--- config.mk ---
export PLATFORM = sky130hd
export DESIGN_NAME = ysyx_25040111_lsu
export DESIGN_NICKNAME = d
export VERILOG_FILES = /design/src/rtl/ysyx_25040111_lsu_pkg.sv /design/src/rtl/ysyx_25040111_lsu_align.sv /design/src/rtl/ysyx_25040111_lsu.sv
export SDC_FILE = /design/constraint.sdc
export NUM_CORES = 1
export LEC_CHECK = 0
export ABC_AREA = 0
export CAP_MARGIN = 30
export CORE_AREA = 4 4 184 186
export CTS_BUF_LIST = sky130_fd_sc_hd__clkbuf_4
export DETAILED_ROUTE_END_ITERATION = 8
export DIE_AREA = 0 0 188 190
export GPL_TIMING_DRIVEN = 0
export PLACE_DENSITY = 0.87
export SETUP_SLACK_MARGIN = 0.5
export SLEW_MARGIN = 30
export SYNTH_ARGS = -nofsm -noshare
export SYNTH_HDL_FRONTEND = slang
export SYNTH_SLANG_ARGS = --single-unit
export TNS_END_PERCENT = 10
--- constraint.sdc ---
create_clock -name clock -period 2.05 [get_ports clock]
set_clock_uncertainty 0.15 [all_clocks]
set_input_delay 0.41 -clock clock [delete_from_list [all_inputs] [get_ports clock]]
set_output_delay 0.41 -clock clock [all_outputs]
set_load 0.05 [all_outputs]
--- src/rtl/ysyx_25040111_lsu_pkg.sv ---
// ============================================================================
// Module  : ysyx_25040111_lsu_pkg
// Brief   : LSU state encoding, access-size codes and alignment helper.
// Revision: 1.0
// ============================================================================
`default_nettype none

package ysyx_25040111_lsu_pkg;

    typedef enum logic [1:0] {
        ST_IDLE = 2'd0,
        ST_REQ  = 2'd1,
        ST_RESP = 2'd2,
        ST_WB   = 2'd3
    } lsu_state_t;

    localparam logic [1:0] MASK_B = 2'b01;
    localparam logic [1:0] MASK_H = 2'b10;
    localparam logic [1:0] MASK_W = 2'b11;

    function automatic logic is_misaligned(input logic [1:0] mask, input logic [1:0] off);
        return ((mask == MASK_H) && off[0]) || ((mask == MASK_W) && (off != 2'b00));
    endfunction

endpackage

`default_nettype wire

--- src/rtl/ysyx_25040111_lsu_align.sv ---
// ============================================================================
// Module  : ysyx_25040111_lsu_align
// Brief   : Store lane replication/strobe and load byte/half extraction.
// Revision: 1.0
// ============================================================================
`default_nettype none

module ysyx_25040111_lsu_align
    import ysyx_25040111_lsu_pkg::*;
(
    input  logic [1:0]  i_st_off,
    input  logic [1:0]  i_st_mask,
    input  logic [31:0] i_st_data,
    output logic [3:0]  o_wstrb,
    output logic [31:0] o_wdata,
    input  logic [1:0]  i_ld_off,
    input  logic [1:0]  i_ld_mask,
    input  logic        i_ld_sign,
    input  logic [31:0] i_ld_raw,
    output logic [31:0] o_ld_data
);

    logic [7:0]  w_byte;
    logic [15:0] w_half;

    always_comb begin
        o_wstrb = 4'b1111;
        o_wdata = i_st_data;
        case (i_st_mask)
            MASK_B: begin
                o_wstrb = 4'b0001 << i_st_off;
                o_wdata = {4{i_st_data[7:0]}};
            end
            MASK_H: begin
                o_wstrb = 4'b0011 << i_st_off;
                o_wdata = {2{i_st_data[15:0]}};
            end
            default: ;
        endcase
    end

    always_comb begin
        w_byte = i_ld_raw[7:0];
        case (i_ld_off)
            2'd1:    w_byte = i_ld_raw[15:8];
            2'd2:    w_byte = i_ld_raw[23:16];
            2'd3:    w_byte = i_ld_raw[31:24];
            default: w_byte = i_ld_raw[7:0];
        endcase
        w_half = i_ld_off[1] ? i_ld_raw[31:16] : i_ld_raw[15:0];
    end

    always_comb begin
        o_ld_data = i_ld_raw;
        case (i_ld_mask)
            MASK_B:  o_ld_data = {{24{i_ld_sign & w_byte[7]}}, w_byte};
            MASK_H:  o_ld_data = {{16{i_ld_sign & w_half[15]}}, w_half};
            default: o_ld_data = i_ld_raw;
        endcase
    end

endmodule

`default_nettype wire

--- src/rtl/ysyx_25040111_lsu.sv ---
// ============================================================================
// Module  : ysyx_25040111_lsu
// Brief   : Load/store unit: one transaction at a time, IDLE/REQ/RESP/WB.
// Revision: 1.0
// ============================================================================
`default_nettype none

module ysyx_25040111_lsu
    import ysyx_25040111_lsu_pkg::*;
(
    input  logic        clock,
    input  logic        reset,

    input  logic        abt_valid,
    output logic        abt_ready,
    input  logic        abt_men,
    input  logic        abt_write,
    input  logic [31:0] abt_addr,
    input  logic [31:0] abt_wdata,
    input  logic [1:0]  abt_mask,
    input  logic        abt_rsign,
    input  logic [4:0]  abt_ard,
    input  logic [31:0] abt_rd,
    input  logic        abt_gen,
    input  logic [11:0] abt_acsr,
    input  logic [31:0] abt_csr,
    input  logic        abt_sen,
    input  logic [31:0] abt_pc,

    output logic        mem_req_valid,
    input  logic        mem_req_ready,
    output logic [31:0] mem_addr,
    output logic        mem_wen,
    output logic [31:0] mem_wdata,
    output logic [3:0]  mem_wstrb,
    input  logic        mem_rsp_valid,
    input  logic [31:0] mem_rdata,
    output logic        mem_rsp_ready,

    output logic        gpr_wen,
    output logic [4:0]  gpr_waddr,
    output logic [31:0] gpr_wdata,
    output logic        csr_wen,
    output logic [11:0] csr_waddr,
    output logic [31:0] csr_wdata,

    output logic        abt_finish,
    output logic [4:0]  abt_frd,
    output logic [31:0] wb_pc,
    output logic        misalign
);

    lsu_state_t  r_state;

    logic        r_write;
    logic [1:0]  r_off;
    logic [1:0]  r_mask;
    logic        r_rsign;
    logic [4:0]  r_ard;
    logic [31:0] r_rd;
    logic        r_gen;
    logic [11:0] r_acsr;
    logic [31:0] r_csr;
    logic        r_sen;
    logic [31:0] r_pc;

    logic [31:0] r_mem_addr;
    logic        r_mem_wen;
    logic [31:0] r_mem_wdata;
    logic [3:0]  r_mem_wstrb;

    logic        r_gpr_wen;
    logic [4:0]  r_gpr_waddr;
    logic [31:0] r_gpr_wdata;
    logic        r_csr_wen;
    logic [11:0] r_csr_waddr;
    logic [31:0] r_csr_wdata;
    logic        r_finish;
    logic [4:0]  r_frd;
    logic [31:0] r_wb_pc;
    logic        r_misalign;

    logic        w_mis;
    logic [3:0]  w_st_wstrb;
    logic [31:0] w_st_wdata;
    logic [31:0] w_ld_data;

    assign w_mis = abt_men & is_misaligned(abt_mask, abt_addr[1:0]);

    ysyx_25040111_lsu_align u_align (
        .i_st_off  (abt_addr[1:0]),
        .i_st_mask (abt_mask),
        .i_st_data (abt_wdata),
        .o_wstrb   (w_st_wstrb),
        .o_wdata   (w_st_wdata),
        .i_ld_off  (r_off),
        .i_ld_mask (r_mask),
        .i_ld_sign (r_rsign),
        .i_ld_raw  (mem_rdata),
        .o_ld_data (w_ld_data)
    );

    always_ff @(posedge clock) begin
        if (reset) begin
            r_state     <= ST_IDLE;
            r_write     <= 1'b0;
            r_off       <= 2'b00;
            r_mask      <= 2'b00;
            r_rsign     <= 1'b0;
            r_ard       <= 5'd0;
            r_rd        <= 32'd0;
            r_gen       <= 1'b0;
            r_acsr      <= 12'd0;
            r_csr       <= 32'd0;
            r_sen       <= 1'b0;
            r_pc        <= 32'd0;
            r_mem_addr  <= 32'd0;
            r_mem_wen   <= 1'b0;
            r_mem_wdata <= 32'd0;
            r_mem_wstrb <= 4'd0;
            r_gpr_wen   <= 1'b0;
            r_gpr_waddr <= 5'd0;
            r_gpr_wdata <= 32'd0;
            r_csr_wen   <= 1'b0;
            r_csr_waddr <= 12'd0;
            r_csr_wdata <= 32'd0;
            r_finish    <= 1'b0;
            r_frd       <= 5'd0;
            r_wb_pc     <= 32'd0;
            r_misalign  <= 1'b0;
        end else begin
            // Writeback strobes are single-cycle pulses; only WB entry raises them.
            r_gpr_wen  <= 1'b0;
            r_csr_wen  <= 1'b0;
            r_finish   <= 1'b0;
            r_misalign <= 1'b0;
            case (r_state)
                ST_IDLE: begin
                    if (abt_valid) begin
                        r_write <= abt_write;
                        r_off   <= abt_addr[1:0];
                        r_mask  <= abt_mask;
                        r_rsign <= abt_rsign;
                        r_ard   <= abt_ard;
                        r_rd    <= abt_rd;
                        r_gen   <= abt_gen;
                        r_acsr  <= abt_acsr;
                        r_csr   <= abt_csr;
                        r_sen   <= abt_sen;
                        r_pc    <= abt_pc;
                        if (abt_men && !w_mis) begin
                            r_mem_addr  <= {abt_addr[31:2], 2'b00};
                            r_mem_wen   <= abt_write;
                            r_mem_wdata <= w_st_wdata;
                            r_mem_wstrb <= w_st_wstrb;
                            r_state     <= ST_REQ;
                        end else begin
                            r_finish    <= 1'b1;
                            r_frd       <= abt_ard;
                            r_wb_pc     <= abt_pc;
                            r_misalign  <= w_mis;
                            r_gpr_wen   <= abt_gen & ~w_mis & (abt_ard != 5'd0)
                                           & ~(abt_men & abt_write);
                            r_gpr_waddr <= abt_ard;
                            r_gpr_wdata <= abt_rd;
                            r_csr_wen   <= abt_sen;
                            r_csr_waddr <= abt_acsr;
                            r_csr_wdata <= abt_csr;
                            r_state     <= ST_WB;
                        end
                    end
                end
                ST_REQ: begin
                    if (mem_req_ready) begin
                        r_state <= ST_RESP;
                    end
                end
                ST_RESP: begin
                    if (mem_rsp_valid) begin
                        r_finish    <= 1'b1;
                        r_frd       <= r_ard;
                        r_wb_pc     <= r_pc;
                        r_gpr_wen   <= r_gen & ~r_write & (r_ard != 5'd0);
                        r_gpr_waddr <= r_ard;
                        r_gpr_wdata <= r_write ? r_rd : w_ld_data;
                        r_csr_wen   <= r_sen;
                        r_csr_waddr <= r_acsr;
                        r_csr_wdata <= r_csr;
                        r_state     <= ST_WB;
                    end
                end
                ST_WB: begin
                    r_state <= ST_IDLE;
                end
                default: begin
                    r_state <= ST_IDLE;
                end
            endcase
        end
    end

    assign abt_ready     = (r_state == ST_IDLE);
    assign mem_req_valid = (r_state == ST_REQ);
    assign mem_rsp_ready = (r_state == ST_RESP);
    assign mem_addr      = r_mem_addr;
    assign mem_wen       = r_mem_wen;
    assign mem_wdata     = r_mem_wdata;
    assign mem_wstrb     = r_mem_wstrb;
    assign gpr_wen       = r_gpr_wen;
    assign gpr_waddr     = r_gpr_waddr;
    assign gpr_wdata     = r_gpr_wdata;
    assign csr_wen       = r_csr_wen;
    assign csr_waddr     = r_csr_waddr;
    assign csr_wdata     = r_csr_wdata;
    assign abt_finish    = r_finish;
    assign abt_frd       = r_frd;
    assign wb_pc         = r_wb_pc;
    assign misalign      = r_misalign;

endmodule

`default_nettype wire

### After elaboration in Yosys (flattened, before gate mapping)

Cells that the tools add are included.

* equality and inequality tests: 15
* multiplexer cells: 43
* bitwise operators: 14
* reduce and logical (&&, ||, !) cells: 15
* shift-type cells: 2

Operators with widths (count)
* $mux 32: 10
* $pmux 32 s2: 5
* $mux 12: 3
* $pmux 12 s2: 1
* $pmux 8 s3: 1
* $mux 16: 1
* $mux 5: 3
* $eq 2x2->1 const B: 7
* $pmux 5 s2: 1
* $reduce_bool 5->1: 2
* $and 1x1->1: 9
* $mux 1: 9
* $eq 2x1->1 const B: 4
* $mux 2: 4
* $pmux 2 s4: 1
* $pmux 4 s2: 1
* $ne 2x2->1 const B: 3
* $pmux 1 s2: 3
* $reduce_and 3->1: 2
* $not 1->1: 5
* $reduce_and 4->1: 1
* $reduce_bool 2->1: 2
* $reduce_or 4->1: 1
* $shl 1x2->4 const A: 1
* 7 further kinds: 9

* output and inout port bits: 194
* input port bits: 221
* register bits: 307

### Logic depth before layout (Yosys ltp)

Gate-level depths: netlist of the first run.

* depth after elaboration: 11
* mapped depth: 10
* mapped depth without buffers: 6

### Modules after synthesis

A second synthesis of the first run with hierarchy kept.

* cells, all modules: 1749
* area, all modules: 14112.3 um^2

Modules (own cells, without submodules)
* ysyx_25040111_lsu: area each 12843.6 um^2, instances 1, cells an instance 1546
* ysyx_25040111_lsu_align: area each 1268.7 um^2, instances 1, cells an instance 203

### Worst setup path before layout of the first run

OpenSTA, ideal clock, no wires.

* path kind: reg-to-reg
* start: register r_state[0]
* end: register r_csr_waddr[0] (netlist: csr_waddr[0])
* data arrival time: 2046 ps
* slack: -292 ps
* required time: 1754 ps
* setup time: 146 ps
* clock period less this slack: 2342 ps
* cell stages (with the launch flop): 11
* path through: dfxtp_1 -> inv_1 -> ha_1 -> buf_4 -> inv_2 -> buf_6 -> o22ai_2 -> nor3_2 -> buf_6 -> buf_4 -> a211oi_2

* longest elaborated chain between the ends: 3
* elaborated cells between the ends (all ways): 8
* those cells by class: eq/ne: 4; mux: 1; reduce/logical: 3

Ends and longest elaborated chain
* from (decl): RTL line ysyx_25040111_lsu.sv:53 `lsu_state_t r_state;`
* from (signal assigned): RTL line ysyx_25040111_lsu.sv:105 `r_state <= ST_IDLE;`
* from (signal assigned): RTL line ysyx_25040111_lsu.sv:156 `r_state <= ST_REQ;`
* from (signal assigned): RTL line ysyx_25040111_lsu.sv:169 `r_state <= ST_WB;`
* $logic_not 2->1 *
* named net abt_ready: RTL line ysyx_25040111_lsu.sv:15 `output logic abt_ready,`
* $ne 2x2->1 (no line) / $reduce_bool 2->1 (equally long branches)
* $reduce_and 4->1 (no line)
* to (signal assigned): RTL line ysyx_25040111_lsu.sv:167 `r_csr_waddr <= abt_acsr;`
* to (signal assigned): RTL line ysyx_25040111_lsu.sv:187 `r_csr_waddr <= r_acsr;`
* to (decl): RTL line ysyx_25040111_lsu.sv:76 `logic [11:0] r_csr_waddr;`

The timed path passes the listed nets; every way through them passes the cells marked *.
A chain may end at the register's enable or synchronous reset.

### Final worst setup path of the first run

* start: register r_state[1]
* end: register r_wb_pc[11] (netlist: wb_pc[11])

* longest elaborated chain between the ends: 3
* elaborated cells between the ends (all ways): 8
* those cells by class: eq/ne: 4; mux: 1; reduce/logical: 3

Ends and longest elaborated chain
* $eq 2x2->1 / $logic_not 2->1 (equally long branches): RTL line ysyx_25040111_lsu.sv:137 `case (r_state)`
* $ne 2x2->1 (no line) / $reduce_bool 2->1 (equally long branches)
* $reduce_and 4->1 (no line)
* to (signal assigned): RTL line ysyx_25040111_lsu.sv:160 `r_wb_pc <= abt_pc;`
* to (signal assigned): RTL line ysyx_25040111_lsu.sv:182 `r_wb_pc <= r_pc;`
* to (decl): RTL line ysyx_25040111_lsu.sv:80 `logic [31:0] r_wb_pc;`

Parallel ways exist; a longest one is shown, timed or not.

==> results of run 1 <==
## worst min path at each step
stage,to,slack (ns)
2_1_floorplan,r_rd[15]$_SDFFE_PP0P_,0.28
3_3_place_gp,r_gen$_SDFFE_PP0P_,0.29
3_5_place_dp,r_rd[20]$_SDFFE_PP0P_,0.29
4_1_cts,r_mask[0]$_SDFFE_PP0P_,0.05
5_1_grt,mem_addr[21]$_SDFFE_PP0P_,0.05
6_report,mem_addr[21]$_SDFFE_PP0P_,0.09
## cell type report
class | instances | area [sq um]
Clock buffer | 119 | 893
Fill cell | 2400 | 9910
Buffer | 170 | 1410
Clock inverter | 19 | 125
Timing Repair Buffer | 475 | 5160
Inverter | 33 | 141
Sequential cell | 307 | 6250
Antenna cell | 10 | 25.0
Multi-Input combinational cell | 1172 | 7830
Tap cell | 442 | 553
## logic make-up after synthesis
logic type | Yosys count
and+or+nand+nor | 526
AOI/OAI and AO/OA | 543
muxes | 93
DFF | 307
other | 1
adders and majority gates | 8
buffers and inverters | 203
## flip-flops by register name, summed over array words and instances, names as in the netlist, 2 cells and up
| signal | cells |
|---|---|
| abt_frd | 5 |
| csr_waddr | 12 |
| csr_wdata | 32 |
| gpr_wdata | 32 |
| mem_addr | 30 |
| mem_wdata | 32 |
| mem_wstrb | 4 |
| r_acsr | 12 |
| r_ard | 5 |
| r_csr | 32 |
| r_mask | 2 |
| r_off | 2 |
| r_pc | 32 |
| r_rd | 32 |
| r_state | 2 |
| wb_pc | 32 |
## power groups by stage
| stage | registers [mW] | logic [mW] | clock network, mW |
|---|---|---|---|
| finish | 9.28 | 21.7 | 5.56 |
| global route | 9.41 | 22.6 | 5.89 |
| CTS | 8.93 | 18.8 | 5.54 |
| detailed placement | 8.93 | 17.2 | 0 |
| global placement | 8.86 | 16.9 | 0 |
| floorplan | 13.1 | 7.19 | 0 |
## repair_timing
| item | in CTS | in global routing |
|---|---|---|
| endpoints found under the hold margin | 0 | 2 |
| pin swaps | 40 | 30 |
| setup buffers | 33 | 15 |
| gates cloned | 7 | 7 |
| hold buffers | 0 | 2 |
| endpoints found under the setup margin | 499 | 499 |
| gates resized for setup | 1077 | 648 |
## cell usage after synthesis, types with 23 or more instances
master    number
nand2_1      384
dfxtp_1      307
a21oi_1      207
a31oi_1      104
clkbuf_1     103
mux2i_1       92
nor2_1        49
a211oi_1      45
a211oi_2      40
buf_2         36
nand3_1       30
inv_1         28
o21ai_0       28
o311ai_0      23
## per-layer routing
metal  global-route usage (%)  share of wire [%]
met3                     9.82                 10
met2                     52.6                 49
met1                     35.8                 36
met4                     15.7                4.7
met5                        0              0.062
## through the flow
stage,setup WS [ns],util (%)
global placement,-1.08,58.4
CTS,-0.00409,65.1
floorplan,0.0860,-
finish,-0.168,69.3
global route,-0.162,69.3
detailed placement,-1.12,58.4
## worst reg2reg max path, cell delays in order, from the launching register on
cell,delay (ns)
dfxtp_4,0.37
inv_4,0.05
ha_4,0.17
buf_12,0.15
nand4_4,0.14
buf_4,0.18
clkbuf_1,0.38
a31oi_1,0.22
a211oi_1,0.33
==> flow_summary.toml, run 1 <==
[hold_path]
hold_depth = 3
hold_path.class = "input port to flip-flop"
min-delay-start = "abt_addr[21]"

[worst_setup_path]
arrival_ns = 2.69
critPathSlowestCell = "clkbuf_1"
path_depth = 8
critPathLaunchType = "flip-flop"
cp-startpoint = "r_state[1]$_SDFFE_PP0P_"
cp-end-kind = "flip-flop"
cp_max_fo = 10
crit_required_ns = 2.52
reg2regPathDepth = 8
crit_chain = "inv_4, ha_4, buf_12, nand4_4, buf_4, clkbuf_1, a31oi_1, a211oi_1"
reg2reg_to = "wb_pc[11]$_SDFFE_PP0P_"
rrSetupSlack_ns = -0.17
cpLargestDelayFamily = "buffers and inverters"
critPathBufInv = 4
crit_type = "flip-flop to flip-flop"
critPathMaxStageDelay_ns = 0.38
r2r-start = "r_state[1]$_SDFFE_PP0P_"
setup.worst_path.end = "wb_pc[11]$_SDFFE_PP0P_"

[clock_network]
cts_buffers = 83
cts_tree = "built"
cts.sinks = 307
worstSkewPairLatency_ns = 0.75
htreeDepth = 3
root_buffer = "clkbuf_4"
cts.path.max_buffers = 3
clkSlewWorstSetupHoldPaths_ns = 0.07

[run]
cap_violations = 0

[floorplanning]
coreArea_sq_mm = 0.0323
start_util_pct = 43.5
std_cell_rows = 66
dieWidth_um = 188
boundaryPins = 415
die_area_sq_mm = 0.0357
die_h_um = 190

[yosys]
syn_inst = 1681
synth_top_family_by_area = "compound AO/OA/AOI/OAI gates"
synth_area_per_cell_sq_um = 8.36
synthXorXnorAreaFrac_pct = 0
ys_seq_area_share_pct = 43.8
yosysUniqueCellTypes = 57
async_flop_share_pct = 0
synth_fa_ha_area_share_pct = 0.713
ys_ff_latch = 307
synth-compound-area-share_pct = 26.8
yosys.area.top_type = "dfxtp_1"
synth_area_leaders = "dfxtp_1 44%, nand2_1 10%, a21oi_1 7.4%"
synthMuxAreaShare_pct = 6.64
ys.flop_type = "dfxtp_1"
synth-simple-area-share_pct = 15.6
netlist_area_sq_mm = 0.0140
ys_warn_count = 0
synth_top_cell_area_share_pct = 43.8
synth_edf_count = 0

[global_routing]
grt_max_degree = 14
antenna_found_initial = 12
grt_pass1_vias = 15600
grt.total_usage_pct = 31.2
grt_pass1_wl_mm = 88.8
overflow = 0

[drt]
viasPerCell = 5.93
drt_iter0_markers = 1334
finalWirelength_mm = 62.7
drcViolationCount = 0
dr.pass1.iters = 6
wire_per_inst_um = 22.8
drtAntennaViolNets = 0
dr_total_vias = 16300

[power_and_ir_drop]
p_per_area_mw_per_mm2 = 1630
pwr-share-clk_pct = 15.2
seqPwrFrac_pct = 25.4
p_leak_nw = 8.47
power_switching_mw = 17.1
switching_share_pct = 46.8
internal_power_mw = 19.5
peakVddDrop_v = 0.000882
power.total_mw = 36.6
combPwrFrac_pct = 59.4

[sta]
setup_tns_ns = -0.526
period_minus_slack_ns = 2.22
relSlewSlack_pct = 35.4
hold_violations = 0
worst_slack_ns = -0.168
slew_viol_final = 0
period_share_pct = 108
rsz0062_at_grt = "yes"
hold_slack_ns = 0.0857
max_freq_ghz = 0.451
worstMarginPinSlew_ns = 0.969
setup_viol = 19

[final_layout]
final_common_cell = "nand2_1"
area_delta_synth_final_pct = 59.3
fin_area_sq_mm = 0.0224
nNetsFinal = 2471
layout_common_cells = "347 x nand2_1, 233 x dfxtp_1, 216 x clkdlybuf4s50_1"
drive_above_1_share_pct = 33.8
finalNonFillerCells = 2747

[outcome]
violations = "negative setup slack"
outcome = "finished, violations left"

[placed_design]
place_congestion = 1.01
io_buffers = 411
place_area_sq_mm = 0.0189
dp_hpwl_mm = 43.0
dp_cells = 2535
Power figures use the tool's default switching activity.
==> run 2: changes to the inputs <==
Settings changed: CORE_AREA 4 4 184 186 to 4 4 193 195, DIE_AREA 0 0 188 190 to 0 0 197 199, PLACE_DENSITY 0.87 to 0.8.
==> run 2 against run 1 <==
Fmax is 4.9% higher. Via count is 3.6% lower. Sequential power is 2% lower. Largest power group unchanged. Design area down 1.7%. Non-clock buffer count is 17 lower. The flow still finishes with violations (negative setup slack). Global-route usage shrank 2.3 points.
==> flow_summary.toml, run 2 (same netlist as run 1, synthesis figures left out) <==
[outcome]
outcome = "finished, violations left"
violations = "negative setup slack"

[floorplanning]
dieWidth_um = 197
boundaryPins = 415
coreArea_sq_mm = 0.0354
die_area_sq_mm = 0.0392
die_h_um = 199
start_util_pct = 39.7
std_cell_rows = 69

[worst_setup_path]
crit_required_ns = 2.49
cp-end-kind = "flip-flop"
rrSetupSlack_ns = -0.06
reg2regPathDepth = 8
critPathLaunchType = "flip-flop"
arrival_ns = 2.56
r2r-start = "r_state[0]$_SDFFE_PP0P_"
cp-startpoint = "r_state[0]$_SDFFE_PP0P_"
cp_max_fo = 10
reg2reg_to = "csr_wdata[28]$_SDFFE_PP0P_"
crit_type = "flip-flop to flip-flop"
setup.worst_path.end = "csr_wdata[28]$_SDFFE_PP0P_"

[clock_network]
worstSkewPairLatency_ns = 0.74
cts.path.max_buffers = 3
cts_tree = "built"
cts_buffers = 86
root_buffer = "clkbuf_4"
htreeDepth = 3
clkSlewWorstSetupHoldPaths_ns = 0.06
cts.sinks = 307

[placed_design]
dp_hpwl_mm = 43.7
io_buffers = 411
dp_cells = 2554
place_area_sq_mm = 0.0189
place_congestion = 0.956

[sta]
max_freq_ghz = 0.473
worstMarginPinSlew_ns = 1.01
hold_violations = 0
period_share_pct = 103
period_minus_slack_ns = 2.11
worst_slack_ns = -0.0646
setup_viol = 56
relSlewSlack_pct = 32.4
rsz0062_at_grt = "yes"
slew_viol_final = 0

[global_routing]
grt_pass1_wl_mm = 89.1
grtUsageMet2_pct = 49.2
grt_pass1_vias = 15600
grt_busiest_layer = "met2"
grtUsageMet1_pct = 34.8
overflow = 0
met3_usage_pct = 8.13
grt_max_degree = 13
grt.total_usage_pct = 28.9
antenna_found_initial = 5

[final_layout]
area_delta_synth_final_pct = 56.6
layout_common_cells = "359 x nand2_1, 285 x dfxtp_1, 217 x clkdlybuf4s50_1"
nNetsFinal = 2458
finalNonFillerCells = 2760
final_core_util_pct = 62.1
drive_above_1_share_pct = 29.6
fin_area_sq_mm = 0.0220
final_common_cell = "nand2_1"

[drt]
drtAntennaViolNets = 0
dr.pass1.iters = 6
dr_total_vias = 15700
drt_iter0_markers = 1269
finalWirelength_mm = 60.7
wire_per_inst_um = 22.0
viasPerCell = 5.69
drcViolationCount = 0

[run]
cap_violations = 0

[hold_path]
min-delay-start = "abt_addr[29]"
hold_path.class = "input port to flip-flop"

[power_and_ir_drop]
peakVddDrop_v = 0.00151
p_leak_nw = 8.29
p_per_area_mw_per_mm2 = 1620
-- run 2: cell count changes in the layout (fill, tap and decap cells not counted), sizes merged, moves of 2 or more --
cell	delta
buf	-31
bufinv	+2
clkbuf	+13
clkdlybuf4s15	+8
clkdlybuf4s18	-3
clkinv	+3
diode	-5
dlygate4sd3	+6
dlymetal6s2s	-2
-- run 2: area by class of cell --
type | count | area (sq um)
Antenna cell | 5 | 12.5
Buffer | 170 | 1390
Clock buffer | 129 | 968
Clock inverter | 24 | 174
Fill cell | 2924 | 13400
Inverter | 33 | 149
Multi-Input combinational cell | 1173 | 7600
Sequential cell | 307 | 6180
Tap cell | 461 | 577
Timing Repair Buffer | 458 | 4940
-- run 2: repair_timing --
action                                  in CTS  in global routing
cloned                                       4                  8
endpoints found under the setup margin     499                499
pin swaps                                   21                 19
hold buffers                                 7                  1
resized for setup                          941                682
hold endpoints to repair                     7                  1
setup buffers                               25                  3
-- run 2: power by group --
group / internal, mW / leakage, nW / total [mW] / switching, mW
Clock: 3.24 / 0.678 / 5.95 / 2.71
Combinational: 8.08 / 5.08 / 20.5 / 12.4
Sequential: 7.76 / 2.53 / 9.11 / 1.35
-- run 2: metal layers --
layer	part of all wire [%]	routed length, um	vias up
met5	0	0	-
met4	3.7	2230	0
met3	9.6	5850	154
met2	48	29300	874
met1	38	23300	7454
li1	-	-	7215
-- run 2: per-stage QoR --
| step | hold WS [ns] | setup slack, ns | setup TNS, ns | total power [mW] |
|---|---|---|---|---|
| 6_report | 0.0562 | -0.0646 | -1.24 | 35.6 |
| 5_1_grt | 0.0111 | -0.105 | -9.39 | 37.1 |
| 4_1_cts | 0.00372 | -0.0841 | -10.27 | 33.5 |
| 3_5_place_dp | 0.291 | -1.21 | -274.87 | 26.2 |
| 3_3_place_gp | 0.290 | -1.11 | -266.10 | 25.9 |
| 2_1_floorplan | 0.281 | 0.0860 | 0 | 20.3 |
-- run 2: worst min path at each step --
stage / to / slack (ns) / cells after the start
after floorplan: r_rd[15]$_SDFFE_PP0P_ / 0.28 / 2
after global placement: r_rd[29]$_SDFFE_PP0P_ / 0.29 / 2
after detailed placement: r_rd[29]$_SDFFE_PP0P_ / 0.29 / 2
after CTS: mem_addr[29]$_SDFFE_PP0P_ / 0.004 / 3
after global routing: r_mask[0]$_SDFFE_PP0P_ / 0.01 / 3
final: mem_addr[29]$_SDFFE_PP0P_ / 0.06 / 3
-- run 2: critical path: stages (launching register included) --
cell	delay (ns)
dfxtp_4	0.36
inv_4	0.08
ha_4	0.18
buf_12	0.15
nand4_4	0.20
buf_6	0.23
buf_2	0.21
a31oi_1	0.30
a211oi_2	0.09
==> run 3: changes to the inputs <==
Settings changed: CORE_AREA 4 4 193 195 to 4 4 222 224, CTS_CLUSTER_DIAMETER set to 100, DIE_AREA 0 0 197 199 to 0 0 226 228, PLACE_DENSITY 0.8 to 0.66.
==> run 3 against run 2 <==
The flow still finishes with violations (negative setup slack). Non-clock buffer count grew 133. Die area up 31%. Final cell count rose by 10%. Design area rose by 6.7%. Sequential share of layout area decreased by 1.7 points. Highest routed layer is now met5. Register-to-register slack worse by 0.09 ns.
==> flow_summary.toml, run 3 (same netlist as run 1, synthesis figures left out) <==
[outcome]
outcome = "finished, violations left"
violations = "negative setup slack"

[power_and_ir_drop]
power.total_mw = 35.4
p_leak_nw = 8.80
p_per_area_mw_per_mm2 = 1510
peakVddDrop_v = 0.000675

[sta]
period_minus_slack_ns = 2.26
max_freq_ghz = 0.443
hold_violations = 0
worstMarginPinSlew_ns = 1.03
rsz0062_at_grt = "yes"
setup_tns_ns = -14.95
relSlewSlack_pct = 31.5
worst_slack_ns = -0.207
slew_viol_final = 0
period_share_pct = 110
setup_viol = 212

[clock_network]
cts.sinks = 307
root_buffer = "clkbuf_4"
cts_buffers = 90
cts.path.max_buffers = 3
worstSkewPairLatency_ns = 0.80
cts_tree = "built"
clkSlewWorstSetupHoldPaths_ns = 0.06
htreeDepth = 3

[worst_setup_path]
crit_top_cell = "buf_12"
r2r-start = "r_state[0]$_SDFFE_PP0P_"
arrival_ns = 2.79
reg2regPathDepth = 10
critPathSlowestCell = "clkdlybuf4s50_1"
cpLargestDelayFamily = "buffers and inverters"
crit_required_ns = 2.59
crit_type = "input port to flip-flop"
critPathMaxStageDelay_ns = 0.60
crit_chain = "clkdlybuf4s50_1, ha_4, or2_4, a211oi_4, nor3_4, buf_12, buf_12, buf_12, a211oi_2"
critPathLaunchType = "input port"
cp_max_fo = 10
critPathBufInv = 4
cp-end-kind = "flip-flop"
reg2reg_to = "csr_wdata[26]$_SDFFE_PP0P_"
rrSetupSlack_ns = -0.15

[drt]
dr.pass1.iters = 6
dr_total_vias = 16200
viasPerCell = 5.30
drcViolationCount = 0
finalWirelength_mm = 65.2
drtAntennaViolNets = 0
drt_iter0_markers = 1310
wire_per_inst_um = 21.4

[hold_path]
hold_depth = 3
min-delay-start = "abt_rd[13]"
hold_path.class = "input port to flip-flop"
whs_endpoint = "r_rd[13]$_SDFFE_PP0P_"

[final_layout]
seq_area_sq_mm = 0.00619
multi_input_area_sq_mm = 0.00760
layout_common_cells = "354 x nand2_1, 282 x dfxtp_1, 218 x clkdlybuf4s50_1"
final_common_cell = "nand2_1"
drive_above_1_share_pct = 28.9
area_delta_synth_final_pct = 67.1
fillers = 4400
fin_area_sq_mm = 0.0235
nNetsFinal = 2594

[floorplanning]
die_h_um = 228
boundaryPins = 415
dieWidth_um = 226
coreArea_sq_mm = 0.0473
std_cell_rows = 80
start_util_pct = 29.7
die_area_sq_mm = 0.0515

[global_routing]
grt_pass1_vias = 16400
overflow = 0
grt_pass1_wl_mm = 96.4
antenna_found_initial = 4
grt_max_degree = 12
grt.total_usage_pct = 24.0

[placed_design]
io_buffers = 411
place_congestion = 0.941
place_area_sq_mm = 0.0191
dp_hpwl_mm = 45.9
dp_slack_ns = -1.39

[run]
cap_violations = 0
[run 3: cell types whose count changed in the layout (fill, tap and decap cells not counted), sizes merged, moves of 5 or more]
cell           previous run  this run
clkdlybuf4s15            52        75
buf                     257       238
clkbuf                  221       231
clkinv                   20        25
dlygate4sd3               8       127
[run 3: worst max path at each step]
| stage | start | end | slack [ns] | cells after the start |
|---|---|---|---|---|
| 6_report | abt_mask[1] | csr_wdata[26]$_SDFFE_PP0P_ | -0.21 | 9 |
| 3_3_place_gp | abt_mask[0] | csr_wdata[24]$_SDFFE_PP0P_ | -1.31 | 9 |
| 2_1_floorplan | abt_mask[0] | csr_waddr[0]$_SDFFE_PP0P_ | 0.09 | 7 |
| 4_1_cts | r_state[0]$_SDFFE_PP0P_ | mem_rsp_ready | -0.17 | 3 |
| 3_5_place_dp | abt_mask[0] | csr_waddr[0]$_SDFFE_PP0P_ | -1.39 | 9 |
| 5_1_grt | r_state[1]$_SDFFE_PP0P_ | abt_ready | -0.15 | 3 |
[run 3: per-stage QoR]
step / hold slack [ns] / util (%) / cells
after floorplan: 0.281 / - / 1682
after global placement: 0.288 / 40.3 / 2708
after detailed placement: 0.294 / 40.3 / 2708
after CTS: 0.000180 / 47.8 / 3022
after global routing: 0.0233 / 49.6 / 3044
final: 0.0969 / 49.6 / 3046
[run 3: report_power, final]
group          switching [mW]  internal (mW)
Sequential               1.34           7.77
Combinational            12.6           7.98
Clock                    2.78           3.01
Total                    16.7           18.8
[run 3: cell type report]
class	count	share of cell area [%]
Antenna cell	3	0.0320
Buffer	170	5.68
Clock buffer	130	4.16
Clock inverter	25	0.533
Inverter	33	0.613
Multi-Input combinational cell	1172	32.4
Sequential cell	307	26.4
Tap cell	615	3.28
Timing Repair Buffer	591	26.9
[run 3: what timing repair did]
action / CTS / global route
hold buffers: 126 / 1
pin swaps: 30 / 34
endpoints found under the setup margin: 499 / 499
resized for setup: 947 / 536
cloned: 8 / 5
buffers inserted: 25 / 15
hold endpoints to repair: 132 / 1
[run 3: per-layer routing]
metal	vias to the layer above	track usage (%)	wire length, um
met5	-	0	12
met4	2	9.65	2280
met3	157	7.38	6140
met2	842	39.5	30800
met1	7664	29.1	26000
li1	7489	-	-
[run 3: worst reg2reg max path, cell delays in order (launching register included)]
cell,delay (ns)
dfxtp_4,0.36
inv_4,0.07
ha_4,0.16
buf_12,0.15
inv_6,0.05
a211oi_4,0.34
nor3_4,0.10
buf_12,0.18
buf_12,0.17
buf_12,0.15
a211oi_2,0.21
